`config.mk`:
```
export PLATFORM = sky130hd
export DESIGN_NAME = riscv_core_mul_iter
export DESIGN_NICKNAME = d
export VERILOG_FILES = /design/src/rtl/riscv_core_mul_iter.sv
export SDC_FILE = /design/constraint.sdc
export NUM_CORES = 1
export LEC_CHECK = 0
export BUFFER_PORTS_ARGS = -buffer_cell sky130_fd_sc_hd__clkbuf_2
export CAP_MARGIN = 20
export CORE_MARGIN = 4
export CORE_UTILIZATION = 32
export CTS_BUF_LIST = sky130_fd_sc_hd__clkbuf_4 sky130_fd_sc_hd__clkbuf_8 sky130_fd_sc_hd__clkbuf_16
export CTS_CLUSTER_SIZE = 40
export DETAILED_ROUTE_END_ITERATION = 6
export PLACE_DENSITY = 0.54
export SLEW_MARGIN = 20
export SYNTH_ARGS = -nofsm -noshare
export SYNTH_HDL_FRONTEND = slang
export SYNTH_SLANG_ARGS = --single-unit
```
`constraint.sdc`:
```
create_clock -name i_clk -period 3.2 [get_ports i_clk]
set_clock_uncertainty 0.1 [all_clocks]
set_input_delay 0.16 -clock i_clk [delete_from_list [all_inputs] [get_ports i_clk]]
set_output_delay 0.16 -clock i_clk [all_outputs]
set_load 0.05 [all_outputs]
```
`src/rtl/riscv_core_mul_iter.sv`:
```
// Iterative radix-2 shift-add multiplier front end: sign/magnitude split, then unsigned magnitude product.
// Latency XLEN (or XLEN/2 in word mode) cycles after accept; result held in DONE until consumed; flush kills.
module riscv_core_mul_iter #(
  parameter int XLEN = 32
) (
  input  logic              i_clk,
  input  logic              i_rst_n,
  input  logic              i_mul_in_valid,
  output logic              o_mul_in_ready,
  input  logic [XLEN-1:0]   i_mul_in_srcA,
  input  logic [XLEN-1:0]   i_mul_in_srcB,
  input  logic [1:0]        i_mul_in_control,
  input  logic              i_mul_in_isword,
  input  logic              i_mul_in_flush,
  output logic              o_mul_in_valid,
  input  logic              i_mul_in_ready,
  output logic [2*XLEN-1:0] o_mul_in_product,
  output logic              o_mul_in_srcA_Dsign,
  output logic              o_mul_in_srcB_Dsign,
  output logic              o_mul_in_srcA_Wsign,
  output logic              o_mul_in_srcB_Wsign,
  output logic [1:0]        o_mul_in_control,
  output logic              o_mul_in_isword
);

  localparam int HALF = XLEN / 2;
  localparam int CW   = $clog2(XLEN + 1);

  typedef enum logic [1:0] {IDLE, BUSY, DONE} state_t;

  state_t state, state_nxt;

  logic [2*XLEN-1:0] acc;
  logic [2*XLEN-1:0] mcand;
  logic [XLEN-1:0]   mplier;
  logic [CW-1:0]     cnt;
  logic              a_dsign, b_dsign, a_wsign, b_wsign;
  logic [1:0]        ctrl_q;
  logic              isword_q;

  logic              accept;
  logic              signed_a, signed_b;
  logic              a_dsign_in, b_dsign_in, a_wsign_in, b_wsign_in;
  logic [HALF-1:0]   a_low, b_low, a_mag_w, b_mag_w;
  logic [XLEN-1:0]   a_mag, b_mag;
  logic [CW-1:0]     n_iter;

  // Operand decode: only meaningful in the accept cycle.
  always_comb begin
    signed_a   = (i_mul_in_control != 2'b11);
    signed_b   = !i_mul_in_control[1];
    a_dsign_in = !i_mul_in_isword & signed_a & i_mul_in_srcA[XLEN-1];
    b_dsign_in = !i_mul_in_isword & signed_b & i_mul_in_srcB[XLEN-1];
    a_wsign_in = i_mul_in_isword & i_mul_in_srcA[HALF-1];
    b_wsign_in = i_mul_in_isword & i_mul_in_srcB[HALF-1];
    a_low      = i_mul_in_srcA[HALF-1:0];
    b_low      = i_mul_in_srcB[HALF-1:0];
    a_mag_w    = a_wsign_in ? -a_low : a_low;
    b_mag_w    = b_wsign_in ? -b_low : b_low;
    if (i_mul_in_isword) begin
      a_mag  = {{HALF{1'b0}}, a_mag_w};
      b_mag  = {{HALF{1'b0}}, b_mag_w};
      n_iter = CW'(HALF);
    end else begin
      a_mag  = a_dsign_in ? -i_mul_in_srcA : i_mul_in_srcA;
      b_mag  = b_dsign_in ? -i_mul_in_srcB : i_mul_in_srcB;
      n_iter = CW'(XLEN);
    end
  end

  assign o_mul_in_ready = (state == IDLE) | ((state == DONE) & i_mul_in_ready);
  assign accept         = i_mul_in_valid & o_mul_in_ready & !i_mul_in_flush;

  always_ff @(posedge i_clk or negedge i_rst_n) begin
    if (!i_rst_n) state <= IDLE;
    else          state <= state_nxt;
  end

  always_comb begin
    state_nxt = state;
    case (state)
      IDLE: if (accept) state_nxt = BUSY;
      BUSY: if (cnt == CW'(1)) state_nxt = DONE;
      DONE: begin
        if (accept)              state_nxt = BUSY;
        else if (i_mul_in_ready) state_nxt = IDLE;
      end
      default: state_nxt = IDLE;
    endcase
    if (i_mul_in_flush) state_nxt = IDLE;
  end

  always_ff @(posedge i_clk or negedge i_rst_n) begin
    if (!i_rst_n) begin
      acc      <= '0;
      mcand    <= '0;
      mplier   <= '0;
      cnt      <= '0;
      a_dsign  <= 1'b0;
      b_dsign  <= 1'b0;
      a_wsign  <= 1'b0;
      b_wsign  <= 1'b0;
      ctrl_q   <= 2'b00;
      isword_q <= 1'b0;
    end else if (i_mul_in_flush) begin
      acc      <= '0;
      mcand    <= '0;
      mplier   <= '0;
      cnt      <= '0;
      a_dsign  <= 1'b0;
      b_dsign  <= 1'b0;
      a_wsign  <= 1'b0;
      b_wsign  <= 1'b0;
      ctrl_q   <= 2'b00;
      isword_q <= 1'b0;
    end else if (accept) begin
      acc      <= '0;
      mcand    <= {{XLEN{1'b0}}, a_mag};
      mplier   <= b_mag;
      cnt      <= n_iter;
      a_dsign  <= a_dsign_in;
      b_dsign  <= b_dsign_in;
      a_wsign  <= a_wsign_in;
      b_wsign  <= b_wsign_in;
      ctrl_q   <= i_mul_in_control;
      isword_q <= i_mul_in_isword;
    end else if (state == BUSY) begin
      if (mplier[0]) acc <= acc + mcand;
      mcand  <= mcand << 1;
      mplier <= mplier >> 1;
      cnt    <= cnt - CW'(1);
    end
  end

  // Partial sums stay hidden until the full product is ready.
  assign o_mul_in_valid      = (state == DONE);
  assign o_mul_in_product    = (state == DONE) ? acc : '0;
  assign o_mul_in_srcA_Dsign = a_dsign;
  assign o_mul_in_srcB_Dsign = b_dsign;
  assign o_mul_in_srcA_Wsign = a_wsign;
  assign o_mul_in_srcB_Wsign = b_wsign;
  assign o_mul_in_control    = ctrl_q;
  assign o_mul_in_isword     = isword_q;

endmodule
```
==> PnR_summary.wiki, run 1 <==
{| class="wikitable"
! Metric !! Value
|-
| Synth area leaders || dfrtp_1 (35%), nand2_1 (7.7%), ha_1 (6.7%), o21ai_0 (6.3%), a21oi_1 (5.6%)
|-
| Number of rows created at floorplan || 72
|-
| Dominant combinational cell family by area after synthesis || compound AO/OA/AOI/OAI gates
|-
| Cell depth of the worst flop-to-flop path || 11
|-
| Status || completed
|-
| Synth-to-Final Area Change || 27.2%
|-
| Die area || 42300 um2
|-
| Number of enable-type register cells in the synthesized netlist || 0
|-
| Achievable frequency || 0.321 GHz
|-
| Final-layout fill cell count || 3959
|-
| Startpoint of the tightest hold check path || i_mul_in_srcA[10]
|-
| Minimum clock period after layout || 3110 ps
|-
| DIE HEIGHT || 206 um
|-
| Num CTS Buffers || 17
|-
| Design Area, Final || 15900 um2
|-
| Net count reported at finish || 1931
|-
| Number of detailed-routing iterations run before antenna repair || 5
|-
| First-pass GRT wire length || 63900 um
|-
| Source of the worst register-to-register timing path || mcand[30]
|-
| Total congestion overflow after global routing || 0
|-
| Classification of the worst setup path || flop to flop
|-
| Share of post-route cells with drive strength above 1 || 0.188
|-
| Core Region || 38600 um2
|-
| Clock sink count || 175
|-
| Post-detailed-route DRC marker count || 0
|-
| Number of antenna violations at the first check in global routing || 4
|-
| Share of Yosys cell area claimed by the top area cell type || 0.350
|-
| Worst setup SP type || flop
|-
| Max cap viols || 0
|-
| Horiz. Die Dim || 206 um
|-
| Multiplexer share of the synthesized area || 0.00320
|-
| Share of synthesized area occupied by flip-flops and latches || 0.350
|-
| Initial Util || 0.323
|-
| Total vias in the final route || 12051
|-
| Cell type contributing the most total cell area after synthesis || dfrtp_1
|-
| FFs w/ async S/R, synth || 1.00
|-
| Final hold violation count || 0
|-
| Post-synthesis simple-gate area fraction || 0.205
|-
| Adder-cell share of the synthesized area || 0.0687
|-
| I/O Pins || 145
|-
| Worst Path Required || 3480 ps
|-
| Highest net fanout along the worst path || 5
|-
| # port buffers || 144
|-
| Clk pin slew, worst setup/hold paths || 70 ps
|-
| Non-filler instance count after layout || 2325
|-
| Post-place instance area || 14400 um2
|-
| Maximum number of pins on one net before global-route repair || 63
|-
| Synthesized flop and latch total || 175
|-
| Area of the mapped netlist || 12500 um2
|-
| Post-DP HPWL || 29100 um
|-
| Gate Count Post-Synth || 1541
|-
| Static power due to leakage || 7.19 nW
|-
| Initial detailed-routing violation count || 583
|-
| CTS tree || built
|-
| CP Capture Type || flop
|-
| Complex-gate fraction of the synthesized area || 0.258
|-
| Placer Congestion || 0.854
|-
| Tightest hold margin || 35.7 ps
|-
| Reg2reg end || acc[63]
|-
| Hold-critical path endpoint || mcand[10]
|-
| Number of warnings reported in the yosys synthesis log || 0
|-
| Final worst path period share || 0.973
|-
| Buffer cell driving the clock tree root || clkbuf_16
|-
| Hold path depth || 4
|-
| List of most frequent post-synthesis cells || nand2_1 (255), dfrtp_1 (175), o21ai_0 (158)
|-
| Wirelength, routed || 39400 um
|-
| Net Count, Synth || 1681
|-
| Max VDD drop || 0.000390 V
|-
| Clock insertion delay at the later pin of the skew report || 450 ps
|-
| Number of levels in the clock H-tree || 4
|-
| Avg Cell Area, Syn || 8.11 um2
|-
| Distinct cell type count after synthesis || 67
|-
| Drt via density || 5.18
|-
| Cell count after placement || 2228
|-
| Path category of the worst min-delay check || primary input to flop
|-
| Internal reg-to-reg setup slack || 90 ps
|-
| Count of final setup violators || 0
|-
| Dominant cell by count in the synthesized netlist || nand2_1
|-
| Synth Area in XOR/XNOR || 0.0785
|-
| Number of antenna-violating nets in the routed design || 0
|-
| RSZ-0062 raised after global routing || yes
|-
| Power per Cell Area || 358 nW/um2
|-
| CTS max path bufs || 2
|-
| Max-slew violation total from the final report || 0
|-
| Most used flip-flop cell after synthesis || dfrtp_1
|-
| Data arrival time of the critical path || 3400 ps
|-
| Global routing usage summed across all routing layers || 0.187
|-
| Remaining max-slew budget at the tightest pin || 0.343
|-
| Via count of the first global-routing pass || 12090
|-
| Tot Pwr || 5.69 mW
|-
| Slew at the pin closest to its max-slew limit || 983 ps
|-
| Average wire length per cell after detail routing || 17.0 um
|}
placed cells by master, fill, tap and decap left out, types with 5 or more instances in the layout:
cell type,n
a21o_1,37
a21oi_1,133
a21oi_2,6
a22o_1,15
a22oi_1,39
a311oi_1,13
a31oi_1,9
and2_1,69
and3_1,7
buf_4,109
clkbuf_16,17
clkbuf_2,143
dfrtp_1,175
dlygate4sd3_1,56
ha_1,57
ha_4,6
inv_1,35
nand2_1,255
nand2b_1,14
nand3_1,19
nand4_1,14
nor2_1,91
nor2b_1,10
nor3_1,18
nor3b_1,6
nor4_1,5
o211ai_1,7
o21ai_0,152
o21ai_1,9
o21bai_1,15
o31ai_1,12
or3_1,16
or4_1,8
xnor2_1,64
xor2_1,48
power breakdown:
part / leakage, nW / total (mW) / internal (mW) / switching, mW
Combinational: 4.49 / 1.10 / 0.419 / 0.680
Sequential: 2.41 / 2.40 / 2.31 / 0.0870
Clock: 0.295 / 2.19 / 1.25 / 0.943
Total: 7.19 / 5.69 / 3.98 / 1.71
layout make-up:
cell class	count	area (um2)	area share
Clock inverter	13	164	0.0103
Clock buffer	19	440	0.0277
Tap cell	518	648	0.0408
Multi-Input combinational cell	1249	7940	0.499
Inverter	35	131	0.00826
Antenna cell	3	7.51	0.000472
Sequential cell	175	4380	0.275
Timing Repair Buffer	313	2190	0.138
what timing repair did:
action                                  4_1_cts  5_1_grt
pin swaps                                     2       17
setup buffers                                 0        6
hold buffers                                 56        0
cloned                                        0        0
resized for setup                             8       42
endpoints found under the setup margin       13       25
endpoints found under the hold margin       115        0
flip-flops by register name, summed over array words and instances (netlist names):
| signal | cells |
|---|---|
| mcand | 64 |
| acc | 64 |
| o_mul_in_srcB_Wsign | 1 |
| o_mul_in_control | 2 |
| cnt | 6 |
| o_mul_in_srcB_Dsign | 1 |
| mplier | 32 |
| state | 2 |
| o_mul_in_srcA_Dsign | 1 |
| o_mul_in_isword | 1 |
| o_mul_in_srcA_Wsign | 1 |
metal layers:
metal	part of all wire	track usage
met1	0.47	0.250
met2	0.47	0.315
met3	0.045	0.0369
met4	0.016	0.0392
met5	0.00033	0
through the flow:
| step | TNS [ps] | utilization | setup slack (ps) |
|---|---|---|---|
| finish | 0 | 0.411 | 85.6 |
| global route | -125 | 0.411 | -63.9 |
| CTS | 0 | 0.404 | 12.8 |
| detailed placement | -374 | 0.373 | -130 |
| global placement | -86.6 | 0.373 | -56.4 |
| floorplan | 0 | - | 226 |
worst max-delay path by stage:
stage | from | end | slack (ps) | cells after the start
4_1_cts | mcand[8] | acc[61] | 10 | 13
3_5_place_dp | acc[2] | acc[50] | -130 | 12
6_report | mcand[30] | acc[63] | 90 | 11
5_1_grt | mcand[30] | acc[63] | -60 | 11
3_3_place_gp | acc[2] | acc[50] | -60 | 12
2_1_floorplan | acc[12] | acc[63] | 230 | 12
kinds of logic after synthesis:
group / after synthesis
fa+ha+maj: 68
compound gates: 515
buf+inv: 117
simple gates: 550
xor+xnor: 112
mux: 4
flops: 175
critical path, stage by stage, from the launching register on:
cell and delay (ps):
dfrtp_1 450, ha_2 350, a21oi_2 170, o21ai_1 100, a221oi_2 350, o2111a_1 210
nor2_1 80, a211o_1 340, o311a_1 300, or3_1 330, a21o_1 180, nand3_1 70
Note: power is estimated with default switching activity, not from simulation.
==> inputs of run 2 (changes only) <==
--- a/config.mk
+++ b/config.mk
@@ -5,6 +5,7 @@
 export SDC_FILE = /design/constraint.sdc
 export NUM_CORES = 1
 export LEC_CHECK = 0
+export ABC_AREA = 1
 export BUFFER_PORTS_ARGS = -buffer_cell sky130_fd_sc_hd__clkbuf_2
 export CAP_MARGIN = 20
 export CORE_MARGIN = 4
@@ -12,7 +13,7 @@
 export CTS_BUF_LIST = sky130_fd_sc_hd__clkbuf_4 sky130_fd_sc_hd__clkbuf_8 sky130_fd_sc_hd__clkbuf_16
 export CTS_CLUSTER_SIZE = 40
 export DETAILED_ROUTE_END_ITERATION = 6
-export PLACE_DENSITY = 0.54
+export PLACE_DENSITY_LB_ADDON = 0.2
 export SLEW_MARGIN = 20
 export SYNTH_ARGS = -nofsm -noshare
 export SYNTH_HDL_FRONTEND = slang
==> constraint.sdc (replaced) <==
create_clock -name i_clk -period 3.2 [get_ports i_clk]
set_clock_uncertainty 0.1 [all_clocks]
set_input_delay 0.64 -clock i_clk [delete_from_list [all_inputs] [get_ports i_clk]]
set_output_delay 0.64 -clock i_clk [all_outputs]
set_load 0.05 [all_outputs]
==> run 2 against run 1 <==
Net effect:
- die area rose by 24%
- cell area rose by 11%
- synthesized area rose by 25%
- maximum frequency rose by 5.3%
- critical path type is now flop to primary output
- non-clock buffer count fell by 141
==> PnR_summary.wiki, run 2 <==
{| class="wikitable"
! Metric !! Value
|-
| Post-route core utilization || 0.367 (was 0.411)
|-
| I/O Pins || 145 (unchanged)
|-
| First-pass GRT wire length || 91100 um (was 63900 um)
|-
| Data arrival time of the critical path || 2220 ps (was 3400 ps)
|-
| Number of antenna diodes || 0 (was 3)
|-
| Most common cell after layout, fill and taps aside || nand2_1 (unchanged)
|-
| Met1 usage || 0.308 (was 0.250)
|-
| Via count of the first global-routing pass || 16275 (was 12090)
|-
| Net Count, Synth || 2817 (was 1681)
|-
| Initial detailed-routing violation count || 1218 (was 583)
|-
| Avg Cell Area, Syn || 5.86 um2 (was 8.11 um2)
|-
| Total vias in the final route || 16765 (was 12051)
|-
| Cell type contributing the most total cell area after synthesis || dfrtp_1 (unchanged)
|-
| Clock sink count || 175 (unchanged)
|-
| Total congestion overflow after global routing || 0 (unchanged)
|-
| Adder-cell share of the synthesized area || 0.0547 (was 0.0687)
|-
| Buffer cell driving the clock tree root || clkbuf_16 (unchanged)
|-
| # port buffers || 144 (unchanged)
|-
| Achievable frequency || 0.338 GHz (was 0.321 GHz)
|-
| Max cap viols || 0 (unchanged)
|-
| Final hold violation count || 0 (unchanged)
|-
| FFs w/ async S/R, synth || 1.00 (unchanged)
|-
| Met2 usage || 0.351 (was 0.315)
|-
| Synth Area in XOR/XNOR || 0.0151 (was 0.0785)
|-
| Cell-by-cell listing of the critical path || inv_1 > nor2_2 > inv_4 > buf_4 > nor2_1 > clkbuf_2 (was ha_2 > a21oi_2 > o21ai_1 > a221oi_2 > o2111a_1 > nor2_1 > a211o_1 > o311a_1 > or3_1 > a21o_1 > nand3_1)
|-
| Count of final setup violators || 0 (unchanged)
|-
| GR met3 Demand/Resource || 0.0388 (was 0.0369)
|-
| CTS max path bufs || 2 (unchanged)
|-
| Most used flip-flop cell after synthesis || dfrtp_1 (unchanged)
|-
| Sw frac || 0.380 (was 0.301)
|-
| CP Capture Type || primary output (was flop)
|-
| Placer Congestion || 0.977 (was 0.854)
|-
| Maximum number of pins on one net before global-route repair || 58 (was 63)
|-
| Worst setup SP type || flop (unchanged)
|-
| Average wire length per cell after detail routing || 16.9 um (was 17.0 um)
|-
| Power per Cell Area || 347 nW/um2 (was 358 nW/um2)
|-
| Number of warnings reported in the yosys synthesis log || 0 (unchanged)
|-
| Setup bufs post-CTS || 0 (unchanged)
|-
| Highest net fanout along the worst path || 38 (was 5)
|-
| Clk pin slew, worst setup/hold paths || 80 ps (was 70 ps)
|-
| CTS tree || built (unchanged)
|-
| Number of rows created at floorplan || 80 (was 72)
|-
| Initial Util || 0.326 (was 0.323)
|-
| Portion of total power attributed to the clock network || 0.356 (was 0.385)
|-
| Share of synthesized area occupied by flip-flops and latches || 0.279 (was 0.350)
|-
| Gate Count Post-Synth || 2677 (was 1541)
|-
| List of most frequent post-synthesis cells || nand2_1 (981), inv_1 (499), nor2_1 (231) (was nand2_1 (255), dfrtp_1 (175), o21ai_0 (158))
|-
| Classification of the worst setup path || flop to primary output (was flop to flop)
|-
| Cell count after placement || 3401 (was 2228)
|-
| Worst Path Required || 2460 ps (was 3480 ps)
|-
| Max VDD drop || 0.000380 V (was 0.000390 V)
|-
| Horiz. Die Dim || 229 um (was 206 um)
|-
| Multiplexer share of the synthesized area || 0.000638 (was 0.00320)
|-
| Synth-to-Final Area Change || 12.5% (was 27.2%)
|-
| Number of antenna-violating nets in the routed design || 0 (unchanged)
|-
| Number of detailed-routing iterations run before antenna repair || 6 (was 5)
|-
| Dominant combinational cell family by area after synthesis || simple AND/OR/NAND/NOR gates (was compound AO/OA/AOI/OAI gates)
|-
| Dominant cell by count in the synthesized netlist || nand2_1 (unchanged)
|-
| Largest stage delay on the critical path || 480 ps (was 450 ps)
|-
| Complex-gate fraction of the synthesized area || 0.129 (was 0.258)
|-
| Share of post-route cells with drive strength above 1 || 0.0862 (was 0.188)
|-
| Distinct cell type count after synthesis || 50 (was 67)
|-
| Logic gate share of total power || 0.239 (was 0.193)
|-
| Number of enable-type register cells in the synthesized netlist || 0 (unchanged)
|-
| Num CTS Buffers || 17 (unchanged)
|-
| RSZ-0062 raised after global routing || no (was yes)
|-
| Post-place instance area || 17100 um2 (was 14400 um2)
|-
| Synth area leaders || dfrtp_1 (28%), nand2_1 (23%), inv_1 (12%), nor2_1 (5.5%), ha_1 (5.3%) (was dfrtp_1 (35%), nand2_1 (7.7%), ha_1 (6.7%), o21ai_0 (6.3%), a21oi_1 (5.6%))
|-
| Minimum clock period after layout || 2960 ps (was 3110 ps)
|-
| Global routing usage summed across all routing layers || 0.221 (was 0.187)
|-
| Number of buffers inserted for hold repair after clock tree synthesis || 0 (was 56)
|-
| Final-layout setup total negative slack || 0 ps (unchanged)
|-
| DIE HEIGHT || 229 um (was 206 um)
|-
| Status || completed (unchanged)
|-
| Post-DP HPWL || 46700 um (was 29100 um)
|-
| Final-layout fill cell count || 5366 (was 3959)
|-
| Wirelength, routed || 58100 um (was 39400 um)
|-
| Core Region || 48000 um2 (was 38600 um2)
|-
| Drt via density || 4.88 (was 5.18)
|-
| CP delay by family, top || buffers and inverters (was compound AO/OA/AOI/OAI gates)
|-
| Post-synthesis simple-gate area fraction || 0.377 (was 0.205)
|-
| Area of the mapped netlist || 15700 um2 (was 12500 um2)
|-
| Final worst path period share || 0.924 (was 0.973)
|-
| Number of antenna violations at the first check in global routing || 2 (was 4)
|-
| Synthesized flop and latch total || 175 (unchanged)
|-
| Remaining max-slew budget at the tightest pin || 0.528 (was 0.343)
|-
| Part of the power in registers || 0.404 (was 0.422)
|-
| Static power due to leakage || 9.71 nW (was 7.19 nW)
|-
| Design Area, Final || 17600 um2 (was 15900 um2)
|-
| Clock insertion delay at the later pin of the skew report || 500 ps (was 450 ps)
|-
| Registers with the most flip-flops || acc (64), mcand (64), mplier (32) (unchanged)
|-
| Crit path max-delay cell type || dfrtp_2 (was dfrtp_1)
|-
| Worst Path Buf+Inv || 4 (was 0)
|-
| Slew at the pin closest to its max-slew limit || 701 ps (was 983 ps)
|-
| Path category of the worst min-delay check || primary input to asynchronous set/reset pin (was primary input to flop)
|-
| Die area || 52600 um2 (was 42300 um2)
|-
| Post-detailed-route DRC marker count || 0 (unchanged)
|-
| Internal reg-to-reg setup slack || 410 ps (was 90 ps)
|-
| Sequential cell area in the final layout || 4380 um2 (about the same)
|-
| Max-slew violation total from the final report || 0 (unchanged)
|-
| Net count reported at finish || 2945 (was 1931)
|-
| Top library cells by usage in the layout, fill and taps aside || nand2_1 (981), inv_1 (499), nor2_1 (230), dfrtp_1 (174), nand3_1 (167) (was nand2_1 (255), dfrtp_1 (175), o21ai_0 (152), clkbuf_2 (143), a21oi_1 (133))
|-
| Non-filler instance count after layout || 3433 (was 2325)
|-
| Most congested layer reported by global routing || met2 (unchanged)
|-
| Internal cell power || 3.79 mW (was 3.98 mW)
|-
| Share of Yosys cell area claimed by the top area cell type || 0.279 (was 0.350)
|-
| Area used by multi-input combinational logic || 9040 um2 (was 7940 um2)
|-
| Switching power of the nets || 2.33 mW (was 1.71 mW)
|-
| Number of levels in the clock H-tree || 4 (unchanged)
|}
==> run 2: what timing repair did <==
item | CTS | global route
gates resized for setup | 2 | 1
endpoints found under the hold margin | 0 | 0
setup endpoints to repair | 38 | 3
==> run 2: worst paths after layout <==
check	startpoint	to	depth (start not counted)
worst max-delay path	state[1]	o_mul_in_product[31]	6
worst min-delay path	i_rst_n	acc[11]	1
worst max register to register	mcand[0]	acc[40]	15
worst min register to register	mplier[2]	mplier[2]	2
max in group asynchronous	i_rst_n	mcand[14]	2
min in group i_clk	i_mul_in_control[0]	o_mul_in_control[0]	3
==> run 2: layout make-up <==
cell class | count | area share
repair buffers | 172 | 0.0540
clock inverters | 14 | 0.00815
clock buffers | 18 | 0.0245
well taps | 615 | 0.0436
multi-input cells | 1928 | 0.513
inverters | 511 | 0.109
flip-flops and latches | 175 | 0.248
==> run 2: through the flow <==
stage	hold WS (ps)	worst slack, ps	total power [mW]
finish	6.08	243	6.12
global route	38.7	56.6	6.45
CTS	17.0	100	6.20
detailed placement	367	481	3.98
global placement	362	534	3.97
floorplan	244	76.4	3.44
==> run 2: cell families after synthesis <==
| kind of cell | count (synthesis) |
|---|---|
| AND/OR/NAND/NOR | 1458 |
| buffers and inverters | 574 |
| AO/OA/AOI/OAI | 374 |
| flip-flops | 175 |
| adder cells (fa/ha/maj) | 68 |
| XOR/XNOR | 27 |
| multiplexers | 1 |
==> run 2: power by group through the flow <==
stage	combinational, mW	clock [mW]	sequential, mW
global route	1.64	2.32	2.49
global placement	1.46	0	2.51
detailed placement	1.47	0	2.51
CTS	1.48	2.24	2.47
finish	1.47	2.18	2.48
floorplan	0.951	0	2.49
==> run 2: metal layers <==
layer | up-vias | part of all wire
li1 | 8561 | -
met1 | 7724 | 0.48
met2 | 409 | 0.44
met3 | 67 | 0.054
met4 | 4 | 0.023
met5 | - | 0.00046
